`config.mk`:
```
export PLATFORM = sky130hd
export DESIGN_NAME = gray_frame_sequencer
export DESIGN_NICKNAME = d
export VERILOG_FILES = /design/src/rtl/gray_frame_sequencer.sv
export SDC_FILE = /design/constraint.sdc
export NUM_CORES = 1
export LEC_CHECK = 0
export CAP_MARGIN = 15
export CELL_PAD_IN_SITES_DETAIL_PLACEMENT = 1
export CELL_PAD_IN_SITES_GLOBAL_PLACEMENT = 1
export CORE_MARGIN = 5
export CORE_UTILIZATION = 34
export DETAILED_ROUTE_END_ITERATION = 12
export HOLD_SLACK_MARGIN = 0.05
export PLACE_DENSITY_LB_ADDON = 0.12
export SKIP_LAST_GASP = 1
export SYNTH_ARGS = -nofsm -noshare
export SYNTH_HDL_FRONTEND = slang
export SYNTH_SLANG_ARGS = --single-unit
```
`constraint.sdc`:
```
create_clock -name clk -period 2 [get_ports clk]
set_input_delay 0.3 -clock clk [delete_from_list [all_inputs] [get_ports clk]]
set_output_delay 0.3 -clock clk [all_outputs]
set_load 0.1 [all_outputs]
```
`src/rtl/gray_frame_sequencer.sv`:
```
// Frame-level sequencer for raw-to-gray conversion: tracks completed raw banks, streams
// one bank at a time through the converter and hands the finished gray frame to recognition.
module gray_frame_sequencer #(
    parameter int FRAME_LEN = 640*480,
    parameter int ADDR_W    = 19,
    parameter int RD_LAT    = 1
) (
    input  logic              clk,
    input  logic              reset,
    input  logic              raw_frame_done,
    input  logic              gray_consumed,
    output logic              raw_rd_en,
    output logic [ADDR_W-1:0] raw_rd_addr,
    output logic              raw_rd_bank,
    output logic              gray_wr_en,
    output logic [ADDR_W-1:0] gray_wr_addr,
    output logic              gray_frame_ready,
    output logic              frame_done,
    output logic              busy,
    output logic              overrun
);

    typedef enum logic [1:0] {
        IDLE  = 2'd0,
        RUN   = 2'd1,
        DRAIN = 2'd2,
        DONE  = 2'd3
    } state_t;

    localparam logic [ADDR_W-1:0] LAST_ADDR = ADDR_W'(FRAME_LEN - 1);
    localparam logic [2:0]        LAST_DRAIN = 3'(RD_LAT - 1);

    state_t            state_reg;
    logic              rd_en_reg;
    logic [ADDR_W-1:0] rd_addr_reg;
    logic              rd_bank_reg;
    logic [2:0]        drain_cnt_reg;
    logic              frame_done_reg;
    logic              gray_full_reg;
    logic              overrun_reg;
    logic [1:0]        pending_reg;
    logic [1:0]        pending_dec;
    logic [1:0]        pending_next;
    logic              drop_next;

    logic              en_pipe_reg   [RD_LAT];
    logic [ADDR_W-1:0] addr_pipe_reg [RD_LAT];

    // The DONE decrement is applied before judging whether a new bank still fits.
    always_comb begin
        pending_dec  = (state_reg == DONE) ? pending_reg - 2'd1 : pending_reg;
        drop_next    = raw_frame_done && (pending_dec == 2'd2);
        pending_next = pending_dec;
        if (raw_frame_done && !drop_next) begin
            pending_next = pending_dec + 2'd1;
        end
    end

    always_ff @(posedge clk) begin
        if (reset) begin
            pending_reg   <= 2'd0;
            overrun_reg   <= 1'b0;
            gray_full_reg <= 1'b0;
        end else begin
            pending_reg <= pending_next;
            if (drop_next) begin
                overrun_reg <= 1'b1;
            end
            if (state_reg == DONE) begin
                gray_full_reg <= 1'b1;
            end else if (gray_consumed) begin
                gray_full_reg <= 1'b0;
            end
        end
    end

    always_ff @(posedge clk) begin
        if (reset) begin
            state_reg      <= IDLE;
            rd_en_reg      <= 1'b0;
            rd_addr_reg    <= '0;
            rd_bank_reg    <= 1'b0;
            drain_cnt_reg  <= 3'd0;
            frame_done_reg <= 1'b0;
        end else begin
            case (state_reg)
                IDLE: begin
                    frame_done_reg <= 1'b0;
                    if (pending_reg != 2'd0 && !gray_full_reg) begin
                        state_reg   <= RUN;
                        rd_en_reg   <= 1'b1;
                        rd_addr_reg <= '0;
                    end
                end
                RUN: begin
                    if (rd_addr_reg == LAST_ADDR) begin
                        state_reg     <= DRAIN;
                        rd_en_reg     <= 1'b0;
                        drain_cnt_reg <= 3'd0;
                    end else begin
                        rd_addr_reg <= rd_addr_reg + 1'b1;
                    end
                end
                DRAIN: begin
                    // Hold off completion until the last read has come back and been written.
                    if (drain_cnt_reg == LAST_DRAIN) begin
                        state_reg      <= DONE;
                        frame_done_reg <= 1'b1;
                    end else begin
                        drain_cnt_reg <= drain_cnt_reg + 3'd1;
                    end
                end
                DONE: begin
                    state_reg      <= IDLE;
                    frame_done_reg <= 1'b0;
                    rd_bank_reg    <= ~rd_bank_reg;
                end
                default: begin
                    state_reg <= IDLE;
                end
            endcase
        end
    end

    // Write strobe/address trail the read side by exactly the raw RAM read latency.
    genvar gi;
    generate
        for (gi = 0; gi < RD_LAT; gi++) begin : g_wr_pipe
            if (gi == 0) begin : g_first
                always_ff @(posedge clk) begin
                    if (reset) begin
                        en_pipe_reg[gi]   <= 1'b0;
                        addr_pipe_reg[gi] <= '0;
                    end else begin
                        en_pipe_reg[gi]   <= rd_en_reg;
                        addr_pipe_reg[gi] <= rd_addr_reg;
                    end
                end
            end else begin : g_rest
                always_ff @(posedge clk) begin
                    if (reset) begin
                        en_pipe_reg[gi]   <= 1'b0;
                        addr_pipe_reg[gi] <= '0;
                    end else begin
                        en_pipe_reg[gi]   <= en_pipe_reg[gi-1];
                        addr_pipe_reg[gi] <= addr_pipe_reg[gi-1];
                    end
                end
            end
        end
    endgenerate

    assign raw_rd_en        = rd_en_reg;
    assign raw_rd_addr      = rd_addr_reg;
    assign raw_rd_bank      = rd_bank_reg;
    assign gray_wr_en       = en_pipe_reg[RD_LAT-1];
    assign gray_wr_addr     = addr_pipe_reg[RD_LAT-1];
    assign gray_frame_ready = gray_full_reg;
    assign frame_done       = frame_done_reg;
    assign overrun          = overrun_reg;
    assign busy             = (state_reg == RUN) || (state_reg == DRAIN);

endmodule

```
==> summary.md, run 1 <==
| Metric | Value |
|---|---|
| Outcome | finished, final reports clean |
| Fin util | 46.90% |
| Max_cap viols | 0 |
| Post-Synth Simple-Gate Area | 26.04% |
| Area grow syn2layout | 33.86% |
| Critical path type | reg -> reg |
| 1st-iter DRT viols | 83 |
| Synth Area in Compound Gates | 15.19% |
| Syn Inst Count | 249 |
| Power Total | 0.003207 W |
| DP HPWL | 4.722 mm |
| Setup Viol. Count Final | 0 |
| Via Count | 2037 |
| Commonest non-fill, non-tap cell in the layout | buf_4 |
| Multi-input logic area | 0.001165 mm^2 |
| Gr ovfl total | 0 |
| Vias in the first global route | 2079 |
| Root Buffer | clkbuf_8 |
| Io pins | 49 |
| Count of port buffers added during placement | 48 |
| Final ANT Viol Nets | 0 |
| RSZ-0062 raised after global routing | yes |
| Final Hold Fails | 0 |
| Clock buffer depth | 2 |
| Post-Synthesis Cell Area | 0.002225 mm^2 |
| Diode count | 0 |
| Die footprint | 0.008261 mm^2 |
| Number of synthesized register bits | 51 |
| Net Count, Synth | 263 |
| Hold-fix buffers, CTS | 0 |
| CTS tree | done |
| Crit. End Element | flip-flop |
| Pwr dens | 1077 mW/mm^2 |
| Synth Flop Type | dfxtp_1 |
| First-pass DRT Iterations | 4 |
| Post-synth ARST share | 0% |
| Total CTS buffers | 5 |
| Final GP Congestion | 0.7552 |
| Post-Route WL | 6.273 mm |
| Setup crit start kind | flip-flop |
| Fin crit share | 95.26% |
| Insertion delay to the later sink of the worst-skew pair | 0.31 ns |
| Core area | 0.006350 mm^2 |
| Fillers | 766 |
| Seq/Total Area, Yosys | 45.89% |
| Commonest non-fill, non-tap cells in the layout | 56 x buf_4, 31 x dfxtp_1, 25 x a21oi_1 |
| Placement Rows | 29 |
| # nets final | 322 |
| Leak pwr | 1.195 nW |
| Initial antenna violation count | 0 |
| Layout cell share with drive strength beyond 1 | 31.72% |
| HP Class | reg -> reg |
| Mux cell area share after synthesis | 2.812% |
| Sink Count | 51 |
| Routed len/inst | 16.25 um |
| Place WS | 0.0006870 ns |
| Synth Area in XOR/XNOR | 1.181% |
| Arr. time, crit path | 2.15 ns |
| Post-Synth Adder-Cell Area | 5.624% |
| Largest family of logic cells by synthesized area | simple AND/OR/NAND/NOR gates |
| Post-Route Skew | 0.009729 ns |
| Slew Limit Headroom | 65.76% |
| Synth warn | 0 |
| Final WS setup | 0.09479 ns |
| Syn Area/Cell | 8.934 um^2 |
| Worst-Margin Slew | 0.5098 ns |
| H-tree Lvls | 2 |
| Number of vias per cell | 5.277 |
| Maximum vdd drop | 0.0005668 V |
| Die X | 90.89 um |
| Post-CTS setup buffers | 0 |
| Unique masters post-synth | 45 |
| Post-synth EDFFs | 0 |
| Slew Viols, Final | 0 |
| Die height | 90.89 um |
| Largest net degree at the start of global routing | 25 |
| Max frequency | 0.5249 GHz |
| Worst-path clk slew | 0.10 ns |
| Register area | 0.001076 mm^2 |
| Initial Util | 35.03% |
| First-pass GRT wire length | 10.56 mm |
| Min Tclk post-route | 1.905 ns |
| DRC | 0 |
| Crit Path Max Fanout | 6 |
| GRT Util Overall | 15.54% |
| Worst path required time | 2.24 ns |
path summary, 6_finish.rpt:
check | to | slack (ns) | cells after the start | start
max | drain_cnt_reg[2] | 0.09 | 5 | raw_rd_addr[16]
min | raw_rd_addr[18] | 0.46 | 1 | raw_rd_addr[18]
max reg2reg | drain_cnt_reg[2] | 0.09 | 5 | raw_rd_addr[16]
min reg2reg | raw_rd_addr[18] | 0.46 | 1 | raw_rd_addr[18]
area by class of cell:
cell class,instances,share of cell area (%)
Timing Repair Buffer,61,16.47
Inverter,10,1.261
Sequential cell,51,36.13
Tap cell,77,3.235
Clock buffer,5,2.311
Clock inverter,3,1.471
Multi-Input combinational cell,179,39.12
layer usage:
layer	vias to the layer above	routed length (um)	GRT usage [%]
met1	991	3045	21.17
met3	9	320	4.500
met5	-	0	0
met2	42	2808	23.18
li1	995	-	-
met4	0	98	5.746
per-stage QoR:
step | area, um^2 | hold WS, ns | cells | setup TNS (ns)
2_1_floorplan | 2300 | 0.4407 | 249 | 0
3_3_place_gp | 2850 | 0.4401 | 378 | 0
3_5_place_dp | 2850 | 0.4446 | 378 | 0
4_1_cts | 2972 | 0.4624 | 386 | 0
5_1_grt | 2978 | 0.4794 | 386 | -0.05669
6_report | 2978 | 0.4558 | 386 | 0
timing repair:
action                                  CTS  global route
endpoints found under the setup margin    1             6
resized for setup                         1             2
pin swaps                                 0             1
gates cloned                              0             0
critical path, stage by stage (launching register included):
cell and delay (ns):
dfxtp_4 0.37, or4b_4 0.55, nor4_4 0.29, a22oi_2 0.12
or3_1 0.36, a21oi_1 0.14
report_power, final:
part           leakage, nW  switching (W)  internal (W)
Clock               0.0581       0.000360      0.000373
Sequential           0.426      0.0000486       0.00106
Combinational        0.711       0.000923      0.000440
Total                 1.19        0.00133       0.00187
synth_stat cells, types with 5 or more instances:
| cell type | n | area share [%] |
|---|---|---|
| a21oi_1 | 25 | 5.6 |
| a41oi_1 | 6 | 2.4 |
| clkbuf_1 | 7 | 1.2 |
| dfxtp_1 | 51 | 46 |
| ha_1 | 10 | 5.6 |
| inv_1 | 10 | 1.7 |
| nand2_1 | 20 | 3.4 |
| nand3_1 | 13 | 2.9 |
| nand4_1 | 5 | 1.4 |
| nor2_1 | 22 | 3.7 |
| nor2b_1 | 19 | 5.3 |
| o21ai_0 | 8 | 1.8 |
cell families (layout without fill, tap and decap cells):
kind of cell    count (synthesis)  count (layout)
simple gates                  106             106
flops                          51              51
xor+xnor                        3               3
buf+inv                        19              79
mux                             6               6
fa+ha+maj                      10              10
compound gates                 54              54
Note: power is estimated with default switching activity, not from simulation.
==> run 2: changes to the inputs <==
CORE_UTILIZATION = 40   (was 34)
clock period = 2.4 ns   (was 2 ns; I/O delays follow)
==> summary.md, run 2 (same netlist as run 1, synthesis figures left out) <==
| Metric | Value |
|---|---|
| First-pass DRT Iterations | 4 |
| Post-CTS setup buffers | 0 |
| Worst-Margin Slew | 0.5684 ns |
| Slew Limit Headroom | 61.02% |
| Die footprint | 0.007153 mm^2 |
| First-pass GRT wire length | 10.08 mm |
| Crit Path Max Fanout | 11 |
| Setup Viol. Count Final | 0 |
| Sink Count | 51 |
| Fin util | 51.71% |
| Leak pwr | 1.144 nW |
| Min Tclk post-route | 2.131 ns |
| DRC | 0 |
| Root Buffer | clkbuf_8 |
| Combinational power share | 38.9% |
| Post-Route WL | 5.867 mm |
| Critical path type | reg -> reg |
| Io pins | 49 |
| Final instance area | 0.002813 mm^2 |
| Dpl cell area | 0.002691 mm^2 |
| Max frequency | 0.4693 GHz |
| # nets final | 313 |
| Pwr dens | 916.0 mW/mm^2 |
| Layout cell share with drive strength beyond 1 | 25.33% |
| CTS resizes | 0 |
| Fin crit share | 88.78% |
| RSZ-0062 raised after global routing | no |
| Worst-path clk slew | 0.09 ns |
| Worst path required time | 2.65 ns |
| Final setup TNS | 0 ns |
| Die X | 84.58 um |
| DP HPWL | 4.327 mm |
| Largest net degree at the start of global routing | 20 |
| Final Hold Fails | 0 |
| Fin cells | 372 |
| Fillers | 643 |
| Net switching power figure | 0.001062 W |
| Vias in the first global route | 2047 |
| Initial Util | 40.90% |
| Max_cap viols | 0 |
| Clock buffer depth | 2 |
| Placed Cells | 364 |
| Count of port buffers added during placement | 48 |
| H-tree Lvls | 2 |
| Sequential share of power | 36.3% |
| Clk pwr share | 24.8% |
| GRT Util Overall | 17.19% |
| Area grow syn2layout | 26.43% |
| Multi-input logic area | 0.001131 mm^2 |
| Die height | 84.58 um |
| Via Count | 1976 |
| Commonest non-fill, non-tap cells in the layout | 49 x buf_4, 40 x dfxtp_1, 25 x a21oi_1 |
| CTS tree | done |
| Maximum vdd drop | 0.0004071 V |
| Final GP Congestion | 0.8051 |
| Commonest non-fill, non-tap cell in the layout | buf_4 |
| Insertion delay to the later sink of the worst-skew pair | 0.31 ns |
| Crit. End Element | flip-flop |
| HP Class | reg -> reg |
| Hold-fix buffers, CTS | 0 |
| Final ANT Viol Nets | 0 |
| Setup crit start kind | flip-flop |
| Number of vias per cell | 5.312 |
| Gr ovfl total | 0 |
| Initial antenna violation count | 0 |
| Routed len/inst | 15.77 um |
| Cell internal pwr | 0.001515 W |
| Core area | 0.005439 mm^2 |
| Post-Route Skew | 0.005232 ns |
| 1st-iter DRT viols | 96 |
| Outcome | finished, final reports clean |
| Register area | 0.001035 mm^2 |
| Total CTS buffers | 5 |
| Diode count | 0 |
| Sw Ratio | 41.21% |
| Arr. time, crit path | 2.38 ns |
| Slack of the worst reg-to-reg path | 0.27 ns |
| Slew Viols, Final | 0 |
| Placement Rows | 27 |
-- run 2: final cells by class --
cell class / count / share of cell area, %
Clock buffer: 6 / 2.936
Clock inverter: 2 / 1.379
Inverter: 10 / 1.335
Multi-Input combinational cell: 179 / 40.21
Sequential cell: 51 / 36.79
Tap cell: 72 / 3.203
Timing Repair Buffer: 52 / 14.15
-- run 2: path summary, 6_finish.rpt --
path | startpoint | to | cells after the start
max | state_reg[1] | raw_rd_addr[12] | 6
min | raw_rd_addr[18] | raw_rd_addr[18] | 1
max reg2reg | state_reg[1] | raw_rd_addr[12] | 6
min reg2reg | raw_rd_addr[18] | raw_rd_addr[18] | 1
-- run 2: critical path, stage by stage (launching register included) --
cell and delay (ns):
dfxtp_1 0.35, inv_1 0.11, ha_1 0.40, mux2i_1 0.29
a21o_1 0.33, or4_1 0.43, a21oi_1 0.15
-- run 2: routing by layer --
layer / part of all wire, % / vias up / global-route usage [%]
met1: 51 / 947 / 23.69
li1: - / 977 / -
met5: 0 / - / 0
met4: 1.5 / 0 / 5.755
met3: 4.3 / 7 / 3.140
met2: 43 / 45 / 27.05
-- run 2: power groups by stage --
stage	Sequential, W	Combinational [W]	Clock (W)
after floorplan	0.00112	0.000587	0
after global placement	0.000952	0.000991	0
after detailed placement	0.000955	0.00100	0
after CTS	0.000935	0.00100	0.000652
after global routing	0.000943	0.00109	0.000682
final	0.000935	0.00100	0.000640
-- run 2: stage by stage --
step / hold slack (ns) / worst slack (ns) / total power, W
detailed placement: 0.4545 / 0.2775 / 0.001955
global placement: 0.4534 / 0.3218 / 0.001943
CTS: 0.4770 / 0.2661 / 0.002592
global route: 0.5208 / 0.03859 / 0.002720
finish: 0.4672 / 0.2693 / 0.002577
floorplan: 0.4536 / 0.02333 / 0.001708
==> run 3: changes to the inputs <==
RECOVER_POWER = 25   (was not set)
==> summary.md, run 3 (same netlist as run 1, synthesis figures left out) <==
| Metric | Value |
|---|---|
| Outcome | finished, final reports clean |
| Sequential share of power | 36.3% |
| Post-Route Skew | 0.005523 ns |
| Placed Cells | 364 |
| Combinational power share | 38.9% |
| Worst-path clk slew | 0.10 ns |
| Core area | 0.005439 mm^2 |
| Slew Limit Headroom | 22.36% |
| HP Class | reg -> reg |
| Min Hold Slack | 0.4673 ns |
| RSZ-0062 raised after global routing | no |
| Diode count | 0 |
| DRC | 0 |
| Routed len/inst | 15.82 um |
| Layout cell share with drive strength beyond 1 | 21.67% |
| First-pass GRT wire length | 10.08 mm |
| Leak pwr | 1.098 nW |
| Via Count | 1986 |
| Vias in the first global route | 2047 |
| Area grow syn2layout | 24.58% |
| Total CTS buffers | 5 |
| Sw Ratio | 41.32% |
| Clk pwr share | 24.9% |
| Worst-Margin Slew | 1.170 ns |
| Initial antenna violation count | 0 |
| Sink Count | 51 |
| Post-CTS setup buffers | 0 |
| Final ANT Viol Nets | 0 |
| Io pins | 49 |
| Net switching power figure | 0.001065 W |
| Crit Path Max Fanout | 11 |
| Crit. End Element | flip-flop |
| Fin cells | 372 |
| Cell internal pwr | 0.001513 W |
| Commonest non-fill, non-tap cells in the layout | 40 x dfxtp_1, 38 x buf_4, 25 x a21oi_1 |
| Final setup TNS | 0 ns |
| Min Tclk post-route | 2.130 ns |
| Cells on worst reg2reg path | 6 |
| First-pass DRT Iterations | 4 |
| Worst path required time | 2.65 ns |
| Fin crit share | 88.75% |
| Post-Route WL | 5.884 mm |
| Final GP Congestion | 0.8051 |
| Initial Util | 40.90% |
| GRT Util Overall | 17.19% |
| Hold path depth | 1 |
| Hold Crit Start | raw_rd_addr[18] |
| Die X | 84.58 um |
| CTS tree | done |
| Reg-to-reg endpoint | raw_rd_addr[12] |
| Die footprint | 0.007153 mm^2 |
| Maximum vdd drop | 0.0004118 V |
| Reg-to-Reg Start | state_reg[1] |
| Count of port buffers added during placement | 48 |
| Setup Viol. Count Final | 0 |
| Number of vias per cell | 5.339 |
| 1st-iter DRT viols | 115 |
| Slack of the worst reg-to-reg path | 0.27 ns |
| Root Buffer | clkbuf_8 |
| # nets final | 313 |
| Hold EP | raw_rd_addr[18] |
| Hold-fix buffers, CTS | 0 |
| Die height | 84.58 um |
| Clock buffer depth | 2 |
| Gr ovfl total | 0 |
| CTS resizes | 0 |
| Largest net degree at the start of global routing | 20 |
| Final Hold Fails | 0 |
| Max_cap viols | 0 |
| H-tree Lvls | 2 |
| Max frequency | 0.4695 GHz |
| Critical path type | reg -> reg |
| Arr. time, crit path | 2.38 ns |
| Commonest non-fill, non-tap cell in the layout | dfxtp_1 |
| DP HPWL | 4.327 mm |
| Placement Rows | 27 |
| Slew Viols, Final | 0 |
| Setup crit start kind | flip-flop |
| Pwr dens | 930.3 mW/mm^2 |
| Insertion delay to the later sink of the worst-skew pair | 0.31 ns |
## run 3: cell types whose count changed in the layout (fill, tap and decap cells not counted)
cell	previous run	this run
buf_4	49	38
clkbuf_1	0	11
clkdlybuf4s50_1	3	2
dlygate4sd3_1	0	1
## run 3: stage by stage
| stage | worst slack (ns) | util (%) | cell area (um^2) | power (W) |
|---|---|---|---|---|
| CTS | 0.2661 | 51.71 | 2813 | 0.002592 |
| detailed placement | 0.2775 | 49.48 | 2691 | 0.001955 |
| global route | 0.03961 | 50.95 | 2771 | 0.002718 |
| finish | 0.2700 | 50.95 | 2771 | 0.002578 |
| floorplan | 0.02333 | - | 2238 | 0.001708 |
| global placement | 0.3218 | 49.48 | 2691 | 0.001943 |
## run 3: worst max-delay path by stage
stage                               start              end  slack, ns  depth (start not counted)
final                        state_reg[1]  raw_rd_addr[12]       0.27                          6
after global placement       state_reg[1]  raw_rd_addr[12]       0.32                          6
after global routing         state_reg[1]  raw_rd_addr[14]       0.04                          7
after detailed placement     state_reg[1]   raw_rd_addr[2]       0.28                          7
after floorplan           raw_rd_addr[10]  raw_rd_addr[11]       0.02                          6
after CTS                    state_reg[1]   raw_rd_addr[2]       0.27                          7
## run 3: power groups by stage
stage / sequential [W] / clock (W) / combinational (W)
6_report: 0.000935 / 0.000641 / 0.00100
5_1_grt: 0.000943 / 0.000682 / 0.00109
4_1_cts: 0.000935 / 0.000652 / 0.00100
3_5_place_dp: 0.000955 / 0 / 0.00100
3_3_place_gp: 0.000952 / 0 / 0.000991
2_1_floorplan: 0.00112 / 0 / 0.000587
## run 3: layout make-up
cell class              instances  area [um^2]
repair buffers                 52        356.6
flip-flops and latches         51         1035
multi-input cells             179         1131
clock inverters                 2        38.79
clock buffers                   6        82.58
well taps                      72        90.09
fillers                       650         2668
inverters                      10        37.54
## run 3: worst max-delay path: stages (launching register included)
cell and delay (ns):
dfxtp_1 0.35, inv_1 0.11, ha_1 0.40, mux2i_1 0.29, a21o_1 0.34, or4_1 0.43, a21oi_1 0.15
## run 3: layer usage
layer  GRT usage [%]  share of wire, %  up-vias
li1                -                 -      978
met1           23.69                51      952
met2           27.05                43       47
met3           3.140               4.4        9
met4           5.755               1.6        0
met5               0                 0        -
